--- config.mk ---
export PLATFORM = sky130hd
export DESIGN_NAME = jpeg_du_loader
export DESIGN_NICKNAME = d
export VERILOG_FILES = /design/src/rtl/jpeg_du_loader.sv
export SDC_FILE = /design/constraint.sdc
export NUM_CORES = 1
export LEC_CHECK = 0
export ABC_AREA = 1
export CAP_MARGIN = 20
export CORE_UTILIZATION = 45
export CTS_CLUSTER_DIAMETER = 30
export DETAILED_ROUTE_END_ITERATION = 8
export DONT_BUFFER_PORTS = 1
export GPL_ROUTABILITY_DRIVEN = 0
export SETUP_SLACK_MARGIN = 0.3
export SYNTH_ARGS = -nofsm -noshare
export SYNTH_HDL_FRONTEND = slang
export SYNTH_SLANG_ARGS = --single-unit
--- constraint.sdc ---
create_clock -name clk -period 2.66 [get_ports clk]
set_clock_uncertainty 0.1 [all_clocks]
set_input_delay 0.266 -clock clk [delete_from_list [all_inputs] [get_ports clk]]
set_output_delay 0.266 -clock clk [all_outputs]
set_load 0.05 [all_outputs]
--- src/rtl/jpeg_du_loader.sv ---
// Packs one 8x8 YUV 4:4:4 block into the 192-byte DU RAM (Y, U, V planes) and hands it to the core.
// Optional build macro JPEG_DU_LVLSHIFT_EN: write every sample level-shifted (bit 7 inverted).
module jpeg_du_loader #(
    parameter int NPIX   = 64,
    parameter int U_BASE = 64,
    parameter int V_BASE = 128
) (
    input  logic        clk,
    input  logic        reset_n,
    input  logic        abort,
    input  logic        pix_valid,
    output logic        pix_ready,
    input  logic [7:0]  pix_y,
    input  logic [7:0]  pix_u,
    input  logic [7:0]  pix_v,
    output logic [7:0]  du_ram_aw,
    output logic [7:0]  du_ram_di,
    output logic        du_ram_we,
    output logic        du_ready,
    input  logic        du_release,
    output logic [15:0] blk_cnt
);

    localparam int IDX_W = $clog2(NPIX);
    localparam logic [IDX_W-1:0] LAST_IDX = IDX_W'(NPIX - 1);
    localparam logic [7:0] U_BASE_A = 8'(U_BASE);
    localparam logic [7:0] V_BASE_A = 8'(V_BASE);

    // Every plane must fit inside the 192-byte DU RAM.
    if ((U_BASE + NPIX > 192) || (V_BASE + NPIX > 192)) begin : g_bad_plane_base
        $error("jpeg_du_loader: U_BASE/V_BASE + NPIX exceeds DU RAM size");
    end

    typedef enum logic [2:0] {
        S_CAP,
        S_U,
        S_V,
        S_DRAIN,
        S_FULL
    } state_t;

    state_t           state;
    logic [IDX_W-1:0] idx;
    logic [7:0]       idx_ext;
    logic             started;
    logic [7:0]       u_hold;
    logic [7:0]       v_hold;
    logic             accept;

    function automatic logic [7:0] shape_sample(input logic [7:0] s);
`ifdef JPEG_DU_LVLSHIFT_EN
        return {~s[7], s[6:0]};
`else
        return s;
`endif
    endfunction

    // pix_ready stays low for the first cycle out of reset via the started flop.
    assign pix_ready = started && (state == S_CAP);
    assign accept    = pix_valid && pix_ready;
    assign idx_ext   = 8'(idx);

    always_ff @(posedge clk) begin
        if (accept) begin
            u_hold <= pix_u;
            v_hold <= pix_v;
        end
    end

    always_ff @(posedge clk or negedge reset_n) begin
        if (!reset_n) begin
            state     <= S_CAP;
            idx       <= '0;
            started   <= 1'b0;
            du_ram_we <= 1'b0;
            du_ram_aw <= 8'd0;
            du_ram_di <= 8'd0;
            du_ready  <= 1'b0;
            blk_cnt   <= 16'd0;
        end else begin
            started <= 1'b1;
            if (abort) begin
                state     <= S_CAP;
                idx       <= '0;
                du_ram_we <= 1'b0;
                du_ready  <= 1'b0;
            end else begin
                case (state)
                    S_CAP: begin
                        if (accept) begin
                            du_ram_we <= 1'b1;
                            du_ram_aw <= idx_ext;
                            du_ram_di <= shape_sample(pix_y);
                            state     <= S_U;
                        end else begin
                            du_ram_we <= 1'b0;
                        end
                    end
                    S_U: begin
                        du_ram_we <= 1'b1;
                        du_ram_aw <= U_BASE_A + idx_ext;
                        du_ram_di <= shape_sample(u_hold);
                        state     <= S_V;
                    end
                    S_V: begin
                        du_ram_we <= 1'b1;
                        du_ram_aw <= V_BASE_A + idx_ext;
                        du_ram_di <= shape_sample(v_hold);
                        if (idx == LAST_IDX) begin
                            state <= S_DRAIN;
                        end else begin
                            idx   <= idx + 1'b1;
                            state <= S_CAP;
                        end
                    end
                    S_DRAIN: begin
                        du_ram_we <= 1'b0;
                        du_ready  <= 1'b1;
                        state     <= S_FULL;
                    end
                    S_FULL: begin
                        du_ram_we <= 1'b0;
                        if (du_release) begin
                            du_ready <= 1'b0;
                            idx      <= '0;
                            blk_cnt  <= blk_cnt + 16'd1;
                            state    <= S_CAP;
                        end
                    end
                    default: begin
                        du_ram_we <= 1'b0;
                        state     <= S_CAP;
                    end
                endcase
            end
        end
    end

endmodule

# --- Yosys cells after proc, flatten, opt, wreduce, memory -nomap -nowiden ---
# Cells that the tools add are included.
classes:
  add_sub_neg: 4
  n_eq_ne: 9
  muxes: 19
  bitwise_logic: 1
  n_reduce_logical: 12
op_table:
  columns: ["operator", "count"]
  rows:
  - ["8-bit case mux with 3 select lines", 2]
  - ["6-bit two-way mux", 3]
  - ["16-bit by 1-bit adder with 16-bit output, second input constant", 1]
  - ["8-bit two-way mux", 2]
  - ["3-bit case mux with 5 select lines", 1]
  - ["6-bit case mux with 2 select lines", 1]
  - ["3-bit two-way mux", 3]
  - ["3-bit inequality test, second input constant", 3]
  - ["3-bit AND reduction", 3]
  - ["3-bit nonzero test", 3]
  - ["7-bit by 6-bit adder with 8-bit output, first input constant", 1]
  - ["8-bit by 6-bit adder with 8-bit output, first input constant", 1]
  - ["6-bit by 1-bit adder with 6-bit output, second input constant", 1]
  - ["3-bit by 2-bit equality test with 1-bit output, second input constant", 2]
  - ["6-bit equality test, second input constant", 1]
  - ["1-bit two-way mux", 4]
  - ["1-bit case mux with 2 select lines", 2]
  - ["2-bit AND reduction", 2]
  - ["3-bit by 1-bit equality test with 1-bit output, second input constant", 1]
  - ["3-bit equality test, second input constant", 1]
  - ["3-bit zero test", 1]
  - ["1-bit logical AND", 2]
  - ["2-bit two-way mux", 1]
  - ["2-bit inequality test, second input constant", 1]
  - ["other kinds (2)", 2]
totals:
  ff_bits: 60
  input_bits: 29
  out_inout_bits: 35
  elab_cells: 55

# --- Longest topological paths before layout ---
# Gate-level depths: netlist of run 1.
logic_depth:
  word_depth: 6
  mapped_depth: 9
  mapped_depth_nobuf: 8

# --- Worst setup path before layout of run 1 ---
# No wires, ideal clock.
synth_path:
  kind: "reg2reg"
  startpoint: "reg state[0]"
  endpoint: "reg u_hold[0] (enable)"
  arrival_ns: 1.923
  slack_ns: 0.224
  path_stages_with_launch: 4
  path_buffers: 0
  cell_sequence: "dfrtp_1 -> nor2_1 -> nand2_1 -> nor3b_1"
synth_between:
  elab_chain_cells: 3
synth_lines:
  columns: ["item", "line", "text"]
  rows:
  - ["start: declaration", "42", "state_t state;"]
  - ["start signal: assignment", "72", "state <= S_CAP;"]
  - ["start signal: assignment", "83", "state <= S_CAP;"]
  - ["start signal: assignment", "94", "state <= S_U;"]
  - ["3-bit zero test", "59", "assign pix_ready = started && (state == S_CAP);"]
  - ["1-bit logical AND", "59", null]
  - ["1-bit logical AND", "60", "assign accept = pix_valid && pix_ready;"]
  - ["via accept", "48", "logic accept;"]
  - ["end signal: assignment", "65", "u_hold <= pix_u;"]
  - ["end: declaration", "46", "logic [7:0] u_hold;"]
# The timed path passes the listed nets, and every way through them passes these cells.
# A chain may end at the register's enable or synchronous reset.

# --- Final worst setup path of run 1 ---
layout_path:
  startpoint: "reg blk_cnt[0]"
  endpoint: "reg blk_cnt[14]"
layout_between:
  elab_chain_cells: 1
layout_lines:
  columns: ["item", "line", "text"]
  rows:
  - ["start: declaration", "21", "output logic [15:0] blk_cnt"]
  - ["start signal: assignment", "126", "blk_cnt <= blk_cnt + 16'd1;"]
  - ["16-bit by 1-bit adder with 16-bit output", "126", null]
# Every way passes these cells.

==> impl_metrics.json, run 1 <==
{
  "diodes": 0,
  "cts_buffers": 9,
  "cp-end-kind": "flip-flop",
  "synth_xor_area_share_pct": 3.50,
  "synthSimpleGateAreaFrac_pct": 28.6,
  "synth_top_cells_by_count": "nand2_1, dfrtp_1, nor2_1",
  "critPathMaxFanout": 5,
  "hold_path_depth": 4,
  "die-area_um2": 6430,
  "p_seq_share_pct": 57.6,
  "ios": 64,
  "r2r_end": "blk_cnt[14]$_DFFE_PN0P_",
  "outcome": "complete, no violations",
  "final_cell_area_um2": 3270,
  "cts_tree": "yes",
  "crit_required_ns": 2.78,
  "synth_compound_area_share_pct": 4.78,
  "power_leakage_nw": 1.55,
  "whs_endpoint": "du_ram_di[2]$_DFFE_PN0P_",
  "cts-root-buf": "clkbuf_8",
  "synth_enable_flop_cells": 16,
  "hold_violations": 0,
  "worstPathArrival_ns": 2.03,
  "syn_to_final_growth_pct": 18.7,
  "ys_seq_elements": 60,
  "vdd_ir_drop_max_mv": 0.415,
  "min_period_over_period_pct": 71.6,
  "power_frac_comb_pct": 10.4,
  "layout_setup_ws_ns": 0.755,
  "first_pass_iters": 4,
  "setup_viol": 0,
  "numPortBuffers": 0,
  "dpl-instance-area_um2": 2880,
  "cts.sinks": 60,
  "syn_area_um2": 2750,
  "postRouteAntennaNets": 0,
  "r2r_cells": 6,
  "synth-main-ff-cell": "dfrtp_1",
  "rsz0062_at_grt": "false",
  "vias_per_cell": 4.89,
  "powerDensity_nw_per_um2": 702,
  "p_clk_share_pct": 32.0,
  "synth-adder-area-share_pct": 0.910,
  "synth_top_family_by_area": "simple AND/OR/NAND/NOR gates",
  "min_period_ns": 1.91,
  "syn_inst": 306,
  "grt_pass1_wl_um": 9220,
  "yosysTopAreaCell": "dfrtp_1",
  "holdWs_ns": 0.0334,
  "p_switching_w": 0.000834,
  "die_h_um": 80.2,
  "yosysUniqueCellTypes": 31,
  "total_power_w": 0.00229,
  "grt_overflow": 0,
  "async_flop_share_pct": 73.3,
  "die_w_um": 80.2,
  "min_path_type": "input port to flip-flop",
  "clockBufferDepth": 2,
  "p_int_w": 0.00146,
  "synthTopCellsByArea": "dfrtp_1, edfxtp_1, nand2_1",
  "worst_pin_slew_ns": 0.577,
  "grt_start_max_net_pins": 45,
  "drtIter0Drc": 106,
  "start_util_pct": 46.4,
  "r2r_slack_ns": 0.75,
  "synth_area_per_cell_um2": 8.99,
  "track_usage_pct": 19.5,
  "clk_latency_ns": 0.34,
  "place_ws_ns": 0.758,
  "multi_input_area_um2": 1050,
  "syn_nets": 337,
  "ys_warn_count": 0,
  "totalWireLength_um": 5630,
  "drive_gt1_share_pct": 12.7,
  "core_area_um2": 5920,
  "cts-resized-gates": 0,
  "slew_headroom_pct": 61.6,
  "setup-tns-final_ns": 0,
  "path_clk_slew_ns": 0.08,
  "hp-start": "pix_y[2]",
  "fmax_mhz": 525,
  "crit_type": "flip-flop to flip-flop",
  "setup.worst_path.start_class": "flip-flop",
  "hpwlAfterDp_um": 3730,
  "drv_cap": 0,
  "fill_cells": 547,
  "sw_frac_of_total_pct": 36.4,
  "grt_pass1_vias": 1940,
  "yosys.cell_count.top_type": "nand2_1",
  "seq_area_um2": 1580,
  "via_count": 2057,
  "worstReg2RegStart": "blk_cnt[0]$_DFFE_PN0P_",
  "synth_top_area_share_pct": 40.0,
  "slew_violations": 0,
  "rows": 28,
  "nNetsFinal": 372,
  "antenna_found_initial": 0,
  "synthMuxAreaShare_pct": 0,
  "drt-wirelength-per-cell_um": 13.4,
  "seq_area_frac_synth_pct": 57.5,
  "htreeDepth": 3,
  "drc": 0
}
placed cells by master (no fill, tap or decap), types with 2 or more instances in the layout:
| master | instances |
|---|---|
| o21ai_2 | 4 |
| nor2_4 | 2 |
| edfxtp_1 | 16 |
| inv_1 | 21 |
| clkinv_4 | 3 |
| o21ai_0 | 9 |
| nor2_1 | 22 |
| clkinv_2 | 2 |
| buf_4 | 9 |
| nand3_2 | 2 |
| dlygate4sd3_1 | 18 |
| inv_2 | 3 |
| xor2_1 | 6 |
| nand2_1 | 128 |
| dfrtp_1 | 44 |
| a21oi_1 | 3 |
| nand2_2 | 2 |
| nand3_1 | 18 |
| ha_1 | 2 |
| nand4_1 | 3 |
| xnor2_1 | 5 |
| clkbuf_8 | 9 |
| nand3b_1 | 2 |
worst max path at each step:
stage                            from                       to  slack, ns  depth (start not counted)
2_1_floorplan    state[0]$_DFFE_PN0P_      u_hold[0]$_DFFE_PP_       0.78                          3
3_3_place_gp   blk_cnt[0]$_DFFE_PN0P_  blk_cnt[12]$_DFFE_PN0P_       0.82                          6
3_5_place_dp   blk_cnt[0]$_DFFE_PN0P_  blk_cnt[14]$_DFFE_PN0P_       0.76                          6
4_1_cts        blk_cnt[0]$_DFFE_PN0P_  blk_cnt[14]$_DFFE_PN0P_       0.74                          6
5_1_grt        blk_cnt[0]$_DFFE_PN0P_  blk_cnt[12]$_DFFE_PN0P_       0.56                          6
6_report       blk_cnt[0]$_DFFE_PN0P_  blk_cnt[14]$_DFFE_PN0P_       0.75                          6
layout make-up:
type,instances,share of cell area [%]
Multi-Input combinational cell,218,32.1
Timing Repair Buffer,28,8.43
Inverter,24,2.76
Clock buffer,9,3.79
Clock inverter,7,1.61
Sequential cell,60,48.4
Tap cell,75,2.87
kinds of logic (layout without fill, tap and decap cells):
| group | after synthesis | after routing |
|---|---|---|
| xor gates and xnor gates | 11 | 11 |
| DFF | 60 | 60 |
| AOI/OAI and AO/OA | 21 | 21 |
| buffers and inverters | 28 | 68 |
| adders and majority gates | 2 | 2 |
| other | 1 | 1 |
| and+or+nand+nor | 183 | 183 |
routing by layer:
layer  track usage, %  share of wire, %
met5                0                 0
met1             25.2                47
met2             29.1                46
met4             8.57               2.4
met3             7.39               5.1
flip-flops by register name, summed over array words and instances, names as in the netlist:
register   flops
du_ram_aw      8
u_hold         8
du_ram_we      1
v_hold         8
du_ready       1
started        1
idx            6
du_ram_di      8
state          3
blk_cnt       16
per-stage QoR:
stage	utilization (%)	instances
after floorplan	-	306
after global placement	48.7	386
after CTS	55.2	421
final	55.2	421
after global routing	55.2	421
after detailed placement	48.7	386
critical path, cell delays in order (launching register included):
cell	delay, ns
dfrtp_1	0.70
ha_1	0.26
nand3_1	0.11
nor2_1	0.22
nand3_2	0.15
o21ai_0	0.18
nand2_1	0.07
timing repair:
action / in CTS / in global routing
hold endpoints to repair: 62 / 0
hold buffers: 19 / 0
buffers inserted: 0 / 0
power groups by stage:
| stage | combinational, W | clock, W | sequential [W] |
|---|---|---|---|
| final | 0.000239 | 0.000733 | 0.00132 |
| after detailed placement | 0.000201 | 0 | 0.00134 |
| after CTS | 0.000242 | 0.000752 | 0.00132 |
| after global routing | 0.000272 | 0.000799 | 0.00133 |
| after global placement | 0.000197 | 0 | 0.00134 |
| after floorplan | 0.000164 | 0 | 0.00133 |
Note: power is estimated with default switching activity, not from simulation.
==> run 2, diff against run 1 <==
==> constraint.sdc (replaced) <==
create_clock -name clk -period 1.8 [get_ports clk]
set_clock_uncertainty 0.1 [all_clocks]
set_input_delay 0.18 -clock clk [delete_from_list [all_inputs] [get_ports clk]]
set_output_delay 0.18 -clock clk [all_outputs]
set_load 0.05 [all_outputs]
==> impl_metrics.json, run 2 (synthesis gave the netlist of run 1 again) <==
{
  "hold_path_depth": 2,
  "cts_buffers": 9,
  "postRouteAntennaNets": 0,
  "drtIter0Drc": 123,
  "slew_headroom_pct": 66.1,
  "setup_viol": 0,
  "fill_cells": 499,
  "multi_input_area_um2": 1180,
  "track_usage_pct": 20.6,
  "layout_setup_ws_ns": 0.232,
  "cpMostUsedCell": "nor2_4",
  "syn_to_final_growth_pct": 35.4,
  "vias_per_cell": 4.99,
  "critPathMaxFanout": 5,
  "total_power_w": 0.00355,
  "critPathLaunch": "state[0]$_DFFE_PN0P_",
  "placedCellCount": 397,
  "cpPeakStageDelay_ns": 0.46,
  "place_ws_ns": 0.151,
  "clk_latency_ns": 0.34,
  "cp-end-kind": "output port",
  "die_w_um": 80.2,
  "core_area_um2": 5920,
  "crit_required_ns": 1.52,
  "worstReg2RegStart": "state[1]$_DFFE_PN0P_",
  "die-area_um2": 6430,
  "die_h_um": 80.2,
  "crit_path_end": "pix_ready",
  "cpMaxStageDelayCell": "dfrtp_2",
  "globalRouteMet1Util_pct": 26.2,
  "r2r_slack_ns": 0.28,
  "grt_pass1_wl_um": 9770,
  "vdd_ir_drop_max_mv": 0.738,
  "htreeDepth": 3,
  "worst_pin_slew_ns": 0.508,
  "grt_pass1_vias": 2074,
  "grt_overflow": 0,
  "first_pass_iters": 4,
  "grt_start_max_net_pins": 45,
  "rsz0062_at_grt": "true",
  "seq_area_um2": 1600,
  "nNetsFinal": 408,
  "ios": 64,
  "hpwlAfterDp_um": 3730,
  "drt-wirelength-per-cell_um": 14.0,
  "cts-root-buf": "clkbuf_8",
  "r2r_cells": 8,
  "slew_violations": 0,
  "cts.sinks": 60,
  "path_clk_slew_ns": 0.06,
  "outcome": "complete, no violations",
  "final_core_util_pct": 62.9,
  "antenna_found_initial": 0,
  "layout_common_cells": "nand2_1, buf_4, dfrtp_1, dlygate4sd3_1, inv_1",
  "cts_tree": "yes",
  "drc": 0,
  "drive_gt1_share_pct": 26.0,
  "min_period_ns": 1.57,
  "largest_register_ffs": 16,
  "diodes": 0,
  "clockBufferDepth": 2,
  "numPortBuffers": 0,
  "totalWireLength_um": 6360,
  "use_met3_pct": 5.57,
  "drv_cap": 0,
  "grt-busiest-layer": "met2",
  "min_period_over_period_pct": 87.1,
  "top_register": "blk_cnt",
  "setup.worst_path.start_class": "flip-flop",
  "rows": 28,
  "fmax_mhz": 638,
  "min_path_type": "input port to flip-flop",
  "worstPathArrival_ns": 1.29,
  "start_util_pct": 46.4,
  "hold_violations": 0,
  "r2r_end": "blk_cnt[11]$_DFFE_PN0P_",
  "crit_chain": "nor2_4 > nand2_4 > nor2_4 > buf_6",
  "crit_type": "flip-flop to output port",
  "power_leakage_nw": 1.73,
  "stdcell_count": 456,
  "setup-tns-final_ns": 0,
  "powerDensity_nw_per_um2": 953,
  "layout_commonest_cell": "nand2_1",
  "use_met2_pct": 32.3,
  "via_count": 2274
}
run 2: changes by cell type in the layout (fill, tap and decap cells not counted), moves of 5 or more:
cell,change
buf_4,+24
dfrtp_1,-13
dfrtp_2,+13
dlygate4sd3_1,+8
nand3_1,-6
nand3_2,+5
nor2_1,-7
run 2: critical path: cells and delay by family (launching register included):
family / cells / cell delay (ns)
simple gates: 3 / 0.32
buf+inv: 1 / 0.16
flops: 1 / 0.46
run 2: what timing repair did:
action,in CTS,in global routing
hold buffers,27,0
resized for setup,12,22
hold endpoints to repair,73,0
pin swaps,3,8
endpoints found under the setup margin,44,53
buffers inserted,6,9
gates cloned,0,2
run 2: metrics by stage:
step	instance area [um^2]	hold WS, ns
after floorplan	2800	-0.216
after global placement	3020	-0.215
after detailed placement	3020	-0.214
after CTS	3570	0.00434
after global routing	3720	0.0196
final	3720	0.0102
run 2: worst min-delay path by stage:
stage               from                       end  slack (ns)
5_1_grt        pix_valid      state[0]$_DFFE_PN0P_        0.02
3_5_place_dp     reset_n  du_ram_aw[4]$_DFFE_PN0P_       -0.21
4_1_cts        pix_valid      state[0]$_DFFE_PN0P_       0.004
3_3_place_gp     reset_n  du_ram_aw[2]$_DFFE_PN0P_       -0.21
2_1_floorplan    reset_n    blk_cnt[0]$_DFFE_PN0P_       -0.22
6_report       pix_valid      state[0]$_DFFE_PN0P_        0.01
run 2: layout make-up:
class | count | share of cell area, %
clock buffer | 11 | 3.53
clock inverter | 4 | 1.11
inverter | 24 | 2.62
multi-input combinational | 219 | 31.7
sequential | 60 | 42.9
tap | 75 | 2.52
timing repair buffer | 63 | 15.6
run 2: metal layers:
metal | wire, um | up-vias
met5 | 0 | -
met4 | 141 | 0
met3 | 380 | 16
met2 | 3080 | 75
met1 | 2760 | 1065
li1 | - | 1118
run 2: power by group:
group / switching, W / internal, W / total [W]
logic: 0.000290 / 0.000199 / 0.000489
registers: 0.000408 / 0.00153 / 0.00193
clock network: 0.000504 / 0.000619 / 0.00112
total: 0.00120 / 0.00234 / 0.00355
